<file path="config.mk">
export PLATFORM = sky130hd
export DESIGN_NAME = id_stage
export DESIGN_NICKNAME = d
export VERILOG_FILES = /design/src/rtl/id_stage.sv
export SDC_FILE = /design/constraint.sdc
export NUM_CORES = 2
export LEC_CHECK = 0
export CAP_MARGIN = 20
export CORE_MARGIN = 1.5
export CORE_UTILIZATION = 54
export CTS_CLUSTER_SIZE = 12
export DETAILED_ROUTE_END_ITERATION = 7
export GPL_ROUTABILITY_DRIVEN = 0
export PLACE_DENSITY = 0.78
export SLEW_MARGIN = 25
export SYNTH_ARGS = -nofsm -noshare
export SYNTH_HDL_FRONTEND = slang
export SYNTH_SLANG_ARGS = --single-unit
</file>
<file path="constraint.sdc">
create_clock -name clock -period 76.6 [get_ports clock]
set_input_delay 15.32 -clock clock [delete_from_list [all_inputs] [get_ports clock]]
set_output_delay 15.32 -clock clock [all_outputs]
set_load 0.005 [all_outputs]
</file>
<file path="src/rtl/id_stage.sv">
// id_stage: MIPS instruction-decode stage.
//   Holds the 32-entry register file (one writeback port), decodes opcode into
//   control strobes, reads rs/rt, extends the immediate and registers all of it
//   into one pipeline stage towards execute.
// Ports:
//   clock, reset            - rising-edge clock, async active-high reset
//   instruction/instr_valid - instruction word from fetch and its valid flag
//   stall, flush            - hold / squash the pipeline register
//   wb_en/wb_addr/wb_data   - register file writeback port
//   id_valid .. illegal_op  - registered decode outputs to execute
// Build option:
//   ID_STAGE_BYPASS_EN - when defined, a writeback on the capture edge is
//   forwarded into the captured rs_data/rt_data.
module id_stage #(
    parameter int unsigned DATA_W    = 32,
    parameter int unsigned REG_COUNT = 32
) (
    input  logic              clock,
    input  logic              reset,
    input  logic [31:0]       instruction,
    input  logic              instr_valid,
    input  logic              stall,
    input  logic              flush,
    input  logic              wb_en,
    input  logic [4:0]        wb_addr,
    input  logic [DATA_W-1:0] wb_data,
    output logic              id_valid,
    output logic [5:0]        opcode,
    output logic [5:0]        funct,
    output logic [DATA_W-1:0] rs_data,
    output logic [DATA_W-1:0] rt_data,
    output logic [31:0]       imm_ext,
    output logic [25:0]       jmp_target,
    output logic [4:0]        dest_addr,
    output logic              reg_write,
    output logic              mem_read,
    output logic              mem_write,
    output logic              branch_eq,
    output logic              branch_ne,
    output logic              jump,
    output logic              alu_src,
    output logic              illegal_op
);

    localparam int unsigned AW = 5;

    localparam logic [5:0] OP_RTYPE = 6'b000000;
    localparam logic [5:0] OP_J     = 6'b000010;
    localparam logic [5:0] OP_BEQ   = 6'b000100;
    localparam logic [5:0] OP_BNE   = 6'b000101;
    localparam logic [5:0] OP_ADDI  = 6'b001000;
    localparam logic [5:0] OP_SLTI  = 6'b001010;
    localparam logic [5:0] OP_ANDI  = 6'b001100;
    localparam logic [5:0] OP_ORI   = 6'b001101;
    localparam logic [5:0] OP_LUI   = 6'b001111;
    localparam logic [5:0] OP_LW    = 6'b100011;
    localparam logic [5:0] OP_SW    = 6'b101011;

    // Instruction fields
    logic [5:0]    in_op;
    logic [5:0]    in_funct;
    logic [AW-1:0] in_rs;
    logic [AW-1:0] in_rt;
    logic [AW-1:0] in_rd;
    logic [15:0]   in_imm;

    assign in_op    = instruction[31:26];
    assign in_funct = instruction[5:0];
    assign in_rs    = instruction[25:21];
    assign in_rt    = instruction[20:16];
    assign in_rd    = instruction[15:11];
    assign in_imm   = instruction[15:0];

    // Register file
    logic [DATA_W-1:0] regs_q [REG_COUNT];
    logic [DATA_W-1:0] regs_d [REG_COUNT];
    logic              wb_fire;

    // Address 0 is hard-wired zero, so writes to it are dropped
    assign wb_fire = wb_en && (wb_addr != '0) && (32'(wb_addr) < REG_COUNT);

    always_comb begin
        regs_d = regs_q;
        if (wb_fire) begin
            regs_d[wb_addr] = wb_data;
        end
    end

    // Operand read, with optional same-edge writeback forwarding
    logic [DATA_W-1:0] rs_rd;
    logic [DATA_W-1:0] rt_rd;

    always_comb begin
        rs_rd = '0;
        rt_rd = '0;
        if ((in_rs != '0) && (32'(in_rs) < REG_COUNT)) begin
            rs_rd = regs_q[in_rs];
        end
        if ((in_rt != '0) && (32'(in_rt) < REG_COUNT)) begin
            rt_rd = regs_q[in_rt];
        end
`ifdef ID_STAGE_BYPASS_EN
        if (wb_fire && (wb_addr == in_rs)) begin
            rs_rd = wb_data;
        end
        if (wb_fire && (wb_addr == in_rt)) begin
            rt_rd = wb_data;
        end
`endif
    end

    // Opcode decode
    logic          dec_reg_write;
    logic          dec_mem_read;
    logic          dec_mem_write;
    logic          dec_branch_eq;
    logic          dec_branch_ne;
    logic          dec_jump;
    logic          dec_alu_src;
    logic          dec_illegal;
    logic [AW-1:0] dec_dest;
    logic [31:0]   dec_imm;

    always_comb begin
        dec_reg_write = 1'b0;
        dec_mem_read  = 1'b0;
        dec_mem_write = 1'b0;
        dec_branch_eq = 1'b0;
        dec_branch_ne = 1'b0;
        dec_jump      = 1'b0;
        dec_alu_src   = 1'b0;
        dec_illegal   = 1'b0;
        dec_dest      = '0;
        dec_imm       = '0;
        unique case (in_op)
            OP_RTYPE: begin
                dec_reg_write = 1'b1;
                dec_dest      = in_rd;
            end
            OP_ADDI, OP_SLTI: begin
                dec_reg_write = 1'b1;
                dec_alu_src   = 1'b1;
                dec_dest      = in_rt;
                dec_imm       = {{16{in_imm[15]}}, in_imm};
            end
            OP_ANDI, OP_ORI: begin
                dec_reg_write = 1'b1;
                dec_alu_src   = 1'b1;
                dec_dest      = in_rt;
                dec_imm       = {16'h0000, in_imm};
            end
            OP_LUI: begin
                dec_reg_write = 1'b1;
                dec_alu_src   = 1'b1;
                dec_dest      = in_rt;
                dec_imm       = {in_imm, 16'h0000};
            end
            OP_LW: begin
                dec_reg_write = 1'b1;
                dec_mem_read  = 1'b1;
                dec_alu_src   = 1'b1;
                dec_dest      = in_rt;
                dec_imm       = {{16{in_imm[15]}}, in_imm};
            end
            OP_SW: begin
                dec_mem_write = 1'b1;
                dec_alu_src   = 1'b1;
                dec_imm       = {{16{in_imm[15]}}, in_imm};
            end
            OP_BEQ: begin
                dec_branch_eq = 1'b1;
                dec_imm       = {{16{in_imm[15]}}, in_imm};
            end
            OP_BNE: begin
                dec_branch_ne = 1'b1;
                dec_imm       = {{16{in_imm[15]}}, in_imm};
            end
            OP_J: begin
                dec_jump = 1'b1;
            end
            default: begin
                dec_illegal = 1'b1;
            end
        endcase
    end

    // Pipeline register
    logic              id_valid_q,   id_valid_d;
    logic [5:0]        opcode_q,     opcode_d;
    logic [5:0]        funct_q,      funct_d;
    logic [DATA_W-1:0] rs_data_q,    rs_data_d;
    logic [DATA_W-1:0] rt_data_q,    rt_data_d;
    logic [31:0]       imm_ext_q,    imm_ext_d;
    logic [25:0]       jmp_target_q, jmp_target_d;
    logic [AW-1:0]     dest_addr_q,  dest_addr_d;
    logic              reg_write_q,  reg_write_d;
    logic              mem_read_q,   mem_read_d;
    logic              mem_write_q,  mem_write_d;
    logic              branch_eq_q,  branch_eq_d;
    logic              branch_ne_q,  branch_ne_d;
    logic              jump_q,       jump_d;
    logic              alu_src_q,    alu_src_d;
    logic              illegal_op_q, illegal_op_d;

    // Priority: flush clears, stall holds, bubble clears, otherwise capture
    always_comb begin
        id_valid_d   = id_valid_q;
        opcode_d     = opcode_q;
        funct_d      = funct_q;
        rs_data_d    = rs_data_q;
        rt_data_d    = rt_data_q;
        imm_ext_d    = imm_ext_q;
        jmp_target_d = jmp_target_q;
        dest_addr_d  = dest_addr_q;
        reg_write_d  = reg_write_q;
        mem_read_d   = mem_read_q;
        mem_write_d  = mem_write_q;
        branch_eq_d  = branch_eq_q;
        branch_ne_d  = branch_ne_q;
        jump_d       = jump_q;
        alu_src_d    = alu_src_q;
        illegal_op_d = illegal_op_q;
        if (flush || (!stall && !instr_valid)) begin
            id_valid_d   = 1'b0;
            opcode_d     = '0;
            funct_d      = '0;
            rs_data_d    = '0;
            rt_data_d    = '0;
            imm_ext_d    = '0;
            jmp_target_d = '0;
            dest_addr_d  = '0;
            reg_write_d  = 1'b0;
            mem_read_d   = 1'b0;
            mem_write_d  = 1'b0;
            branch_eq_d  = 1'b0;
            branch_ne_d  = 1'b0;
            jump_d       = 1'b0;
            alu_src_d    = 1'b0;
            illegal_op_d = 1'b0;
        end else if (!stall) begin
            id_valid_d   = 1'b1;
            opcode_d     = in_op;
            funct_d      = in_funct;
            rs_data_d    = rs_rd;
            rt_data_d    = rt_rd;
            imm_ext_d    = dec_imm;
            jmp_target_d = instruction[25:0];
            dest_addr_d  = dec_dest;
            reg_write_d  = dec_reg_write;
            mem_read_d   = dec_mem_read;
            mem_write_d  = dec_mem_write;
            branch_eq_d  = dec_branch_eq;
            branch_ne_d  = dec_branch_ne;
            jump_d       = dec_jump;
            alu_src_d    = dec_alu_src;
            illegal_op_d = dec_illegal;
        end
    end

    always_ff @(posedge clock or posedge reset) begin
        if (reset) begin
            regs_q       <= '{default: '0};
            id_valid_q   <= 1'b0;
            opcode_q     <= '0;
            funct_q      <= '0;
            rs_data_q    <= '0;
            rt_data_q    <= '0;
            imm_ext_q    <= '0;
            jmp_target_q <= '0;
            dest_addr_q  <= '0;
            reg_write_q  <= 1'b0;
            mem_read_q   <= 1'b0;
            mem_write_q  <= 1'b0;
            branch_eq_q  <= 1'b0;
            branch_ne_q  <= 1'b0;
            jump_q       <= 1'b0;
            alu_src_q    <= 1'b0;
            illegal_op_q <= 1'b0;
        end else begin
            regs_q       <= regs_d;
            id_valid_q   <= id_valid_d;
            opcode_q     <= opcode_d;
            funct_q      <= funct_d;
            rs_data_q    <= rs_data_d;
            rt_data_q    <= rt_data_d;
            imm_ext_q    <= imm_ext_d;
            jmp_target_q <= jmp_target_d;
            dest_addr_q  <= dest_addr_d;
            reg_write_q  <= reg_write_d;
            mem_read_q   <= mem_read_d;
            mem_write_q  <= mem_write_d;
            branch_eq_q  <= branch_eq_d;
            branch_ne_q  <= branch_ne_d;
            jump_q       <= jump_d;
            alu_src_q    <= alu_src_d;
            illegal_op_q <= illegal_op_d;
        end
    end

    assign id_valid   = id_valid_q;
    assign opcode     = opcode_q;
    assign funct      = funct_q;
    assign rs_data    = rs_data_q;
    assign rt_data    = rt_data_q;
    assign imm_ext    = imm_ext_q;
    assign jmp_target = jmp_target_q;
    assign dest_addr  = dest_addr_q;
    assign reg_write  = reg_write_q;
    assign mem_read   = mem_read_q;
    assign mem_write  = mem_write_q;
    assign branch_eq  = branch_eq_q;
    assign branch_ne  = branch_ne_q;
    assign jump       = jump_q;
    assign alu_src    = alu_src_q;
    assign illegal_op = illegal_op_q;

endmodule

</file>
# --- After elaboration in Yosys (flattened, before gate mapping) ---
# Cells that the tools add are included.
totals:
  reg_bits: 1172
  word_cells: 135
op_classes:
  n_lt_le_gt_ge: 4
  eq_ne: 11
  n_mux: 53
  n_bitwise: 3
  reduce_logical: 16
ops:
  columns: ["cell", "count"]
  rows:
  - ["$bwmux W1024", 1]
  - ["$mux W32", 13]
  - ["$bmux W32 S5", 2]
  - ["$demux W32 S5", 1]
  - ["$pmux W32 S3", 1]
  - ["$mux W26", 2]
  - ["$eq A6 B4 Y1 const B", 5]
  - ["$mux W1", 26]
  - ["$mux W6", 4]
  - ["$ge A6 B6 Y1 const B", 3]
  - ["$not A5 Y6", 3]
  - ["$reduce_bool A5 Y1", 3]
  - ["$reduce_or A7 Y1", 2]
  - ["$eq A6 B3 Y1 const B", 2]
  - ["$eq A6 B6 Y1 const B", 2]
  - ["$reduce_or A6 Y1", 2]
  - ["$reduce_or A11 Y1", 1]
  - ["$mux W5", 2]
  - ["$pmux W5 S2", 1]
  - ["$eq A6 B2 Y1 const B", 1]
  - ["$logic_not A6 Y1", 1]
  - ["$lt A6 B1 Y1 const B", 1]
  - ["$logic_and A1 B1 Y1", 3]
  - ["$logic_not A1 Y1", 2]
  - ["other kinds (3)", 3]

# --- Depth between registers and ports, before layout ---
depth:
  ltp_word: 7
  mapped_depth: 10

# --- Worst setup path before layout ---
# OpenSTA, ideal clock, no wires.
synth_timing:
  kind: "input to register"
  start: "input instruction[21]"
  end: "register rs_data_q[11] (netlist: rs_data[11])"
  setup_ps: 121
  arrival_time_ps: 16817
  required_ps: 76479
  setup_slack_ps: 59662
  cell_stages: 7
  n_path_buf: 2
  cell_sequence: "buf_4 -> buf_2 -> mux4_2 -> mux2_2 -> nand2_1 -> nand3_1 -> a22o_1"
synth_between:
  elab_chain_len: 7
  word_cells_on_any_way: 8
  cone_classes: "6 x mux; 1 x bitwise; 1 x reduce/logical"
synth_lines:
  columns: ["element", "line", "rtl"]
  rows:
  - ["from (decl)", "20", "input logic [31:0] instruction,"]
  - ["$not A5 Y6 (not written as such)", "97", "rs_rd = regs_q[in_rs];"]
  - ["$bmux W32 S5", "97", null]
  - ["$mux W32 (not written as such) (2 in a row)", "97", null]
  - ["$mux W32 (*)", "96", "if ((in_rs != '0) && (32'(in_rs) < REG_COUNT)) begin"]
  - ["$mux W32 (*)", "240", "end else if (!stall) begin"]
  - ["$mux W32 (*)", "223", "if (flush || (!stall && !instr_valid)) begin"]
  - ["to (signal assigned)", "284", "rs_data_q <= rs_data_d;"]
  - ["to (decl)", "191", "logic [DATA_W-1:0] rs_data_q, rs_data_d;"]
# Every way passes the cells marked *; elsewhere a longest branch is shown, timed or not. The select of a mux whose other input is x is not followed.
# A chain may end at the register's enable or synchronous reset.

# --- Worst setup path in the final report ---
layout_timing:
  start: "input instruction[21]"
  end: "register rs_data_q[16] (netlist: rs_data[16])"
# The elaborated chain is that of the path after synthesis.

==> qor.yml <==
outcome:
  status: "finished clean"
min_path:
  min_from: "regs_q[999]$_DFFE_PP0P_"
  whs_path_depth: 0
  worstHoldPathType: "reg -> reg"
  min_to: "regs_q[999]$_DFFE_PP0P_"
finish:
  nNetsFinal: 4602
  finalNonFillerCells: 6105
  syn2layout_area_growth_pct: 10.7
  fin_area_mm2: 0.0670
  drive_gt1_share_pct: 34.0
synth:
  ys_warn_count: 0
  synth-edff-count: 0
  ys_seq_elements: 1166
  syn-cell-area_mm2: 0.0605
  synth_nets: 4650
  synth.avg_cell_area_um2: 13.2
  synth.top_cell.area_share_pct: 48.2
  synth.largest_area_cell: "dfrtp_1"
  synth.distinct_cells: 51
  yosysMostFrequentCell: "dfrtp_1"
  synth.area.top_cells: "dfrtp_1, mux2_2, mux2i_1"
  ys_seq_area_share_pct: 48.2
  asyncSetResetFlopFracSynth_pct: 100
  ys.flop_type: "dfrtp_1"
  ys_top_cells_by_count: "dfrtp_1, mux2_2, mux2i_1, a22oi_1, clkbuf_1"
  synthCells: 4575
setup_path:
  crit_top_cell: "buf_4"
  path_cells: "buf_8 > buf_4 > buf_4 > buf_4 > mux4_2 > mux2_2 > nand2_1 > nand3_1 > a22o_1"
  critPathSlowestCell: "buf_4"
  arrival_ps: 19910
  path_max_fanout: 80
  critPathRequiredTime_ps: 77190
  critical-path-top-delay-family: "buffers and inverters"
  startpoint: "instruction[21]"
  critPathKind: "in -> reg"
  crit_buf_inv: 4
  worst_r2r_path_depth: 5
  max_stage_delay_ps: 870
  cp-start-kind: "input pin"
  end_kind: "flop"
  r2r_start: "regs_q[23]$_DFFE_PP0P_"
  reg2reg_to: "rs_data[23]$_DFFE_PP0P_"
  reg2reg_slack_ps: 74820
global_route:
  grt_pass1_vias: 41385
  grt_overflow: 0
  antenna_found_initial: 10
  grt_max_degree: 121
  grt_pass1_wl_mm: 276
  track_usage_pct: 32.8
timing:
  timing.fmax_mhz: 51.8
  clock_skew_ps: 29.6
  setup_viol: 0
  min_period_over_period_pct: 25.2
  drv_slew: 0
  slew_headroom_pct: 25.1
  period_needed_ps: 19320
  hold_viol: 0
  worst_pin_slew_ps: 1120
  setup_ws_ps: 57280
  fin_tns_setup_ps: 0
  rsz0062_at_grt: "false"
  whs_ps: 392
cts:
  holdBufCountCts: 0
  cts_resized: 0
  clock-root-buffer: "clkbuf_16"
  clk_pin_slew_ps: 60
  cts_buffer_depth: 3
  clkLatencyLatePin_ps: 730
  cts_buffers: 119
  cts_tree: "built"
  cts_setup_buffers: 0
  cts.sinks: 1166
  cts-htree-levels: 3
flow_run:
  drv_cap: 0
floorplan:
  io_pins: 223
  die_area_mm2: 0.114
  coreArea_mm2: 0.111
  fp.dieW_um: 338
  num_rows: 122
  start_util_pct: 54.5
  fp.dieH_um: 338
drt:
  dr.pass1.iters: 6
  route.final.wire_length_mm: 189
  remaining_drc_errors: 0
  wl_per_cell_um: 30.9
  via_per_inst: 6.84
  drtIter0Drc: 5222
  postRouteAntennaNets: 0
  vias: 41733
pwr:
  power.leakage_uw: 0.0304
  irDropWorstVdd_mv: 0.0200
  powerDensity_mw_per_mm2: 25.0
place:
  hpwl_mm: 103
  port_buffers: 222
  dp_cells: 5894
  placed_area_mm2: 0.0634
  place_ws_ps: 56670
[cell type report]
class                   count  area, um2
diodes                      6       15.0
clock buffers             184       3530
clock inverters            21        138
fillers                  8450      44000
inverters                   9       42.5
multi-input cells        2907      29300
flip-flops and latches   1166      29200
well taps                1488       1860
repair buffers            324       2890
[kinds of logic after synthesis]
kind of cell	after synthesis	synth area share [%]
buffers and inverters	502	3.82
multiplexers	1928	37.6
AND/OR/NAND/NOR	375	2.85
flip-flops	1166	48.2
AO/OA/AOI/OAI	604	7.51
[routing by layer]
metal | vias to the layer above | wire length (um) | GRT usage [%]
li1 | 17127 | - | -
met1 | 21870 | 75800 | 45.4
met2 | 2214 | 84600 | 49.2
met3 | 512 | 19500 | 8.30
met4 | 10 | 8540 | 14.3
met5 | - | 74 | 0
[state kept, by name, summed over array words and instances, names as in the netlist]
signal	cells
alu_src	1
branch_eq	1
branch_ne	1
dest_addr	5
funct	5
id_valid	1
illegal_op	1
imm_ext	32
jmp_target	21
jump	1
mem_read	1
mem_write	1
opcode	6
reg_write	1
regs_q	1024
rs_data	32
rt_data	32
[worst max path at each step]
| stage | to | slack, ps | cells after the start |
|---|---|---|---|
| floorplan | alu_src$_DFFE_PP0P_ | 28440 | 1 |
| global placement | rs_data[15]$_DFFE_PP0P_ | 56700 | 9 |
| detailed placement | rs_data[16]$_DFFE_PP0P_ | 56670 | 9 |
| CTS | rs_data[16]$_DFFE_PP0P_ | 57430 | 9 |
| global route | rs_data[16]$_DFFE_PP0P_ | 57170 | 9 |
| finish | rs_data[16]$_DFFE_PP0P_ | 57280 | 9 |
[stage by stage]
stage	power [uW]	utilization, %
2_1_floorplan	1030	-
5_1_grt	1740	60.3
3_3_place_gp	1100	57.1
4_1_cts	1670	60.4
3_5_place_dp	1120	57.1
6_report	1670	60.4
[cell usage in the layout, fill, tap and decap left out, types with 15 or more instances in the layout]
cell,count
a22o_1,109
a31oi_1,23
nor2_4,21
nand4_1,21
a21oi_1,65
buf_2,28
mux2_2,1013
clkdlybuf4s50_1,189
clkbuf_8,29
clkinv_2,16
clkbuf_16,120
a22oi_1,292
o21ai_0,32
dfrtp_1,1166
mux4_2,176
nand3_1,124
a221oi_1,44
nand2_2,15
mux2i_1,739
buf_4,97
nand2_1,150
clkbuf_1,35
[where the power goes]
| part | internal, uW | total, uW | leakage, uW | switching (uW) |
|---|---|---|---|---|
| Combinational | 172 | 313 | 0.0135 | 141 |
| Sequential | 721 | 801 | 0.0151 | 80.1 |
| Clock | 314 | 560 | 0.00182 | 246 |
| Total | 1210 | 1670 | 0.0304 | 467 |
Power figures use the tool's default switching activity.
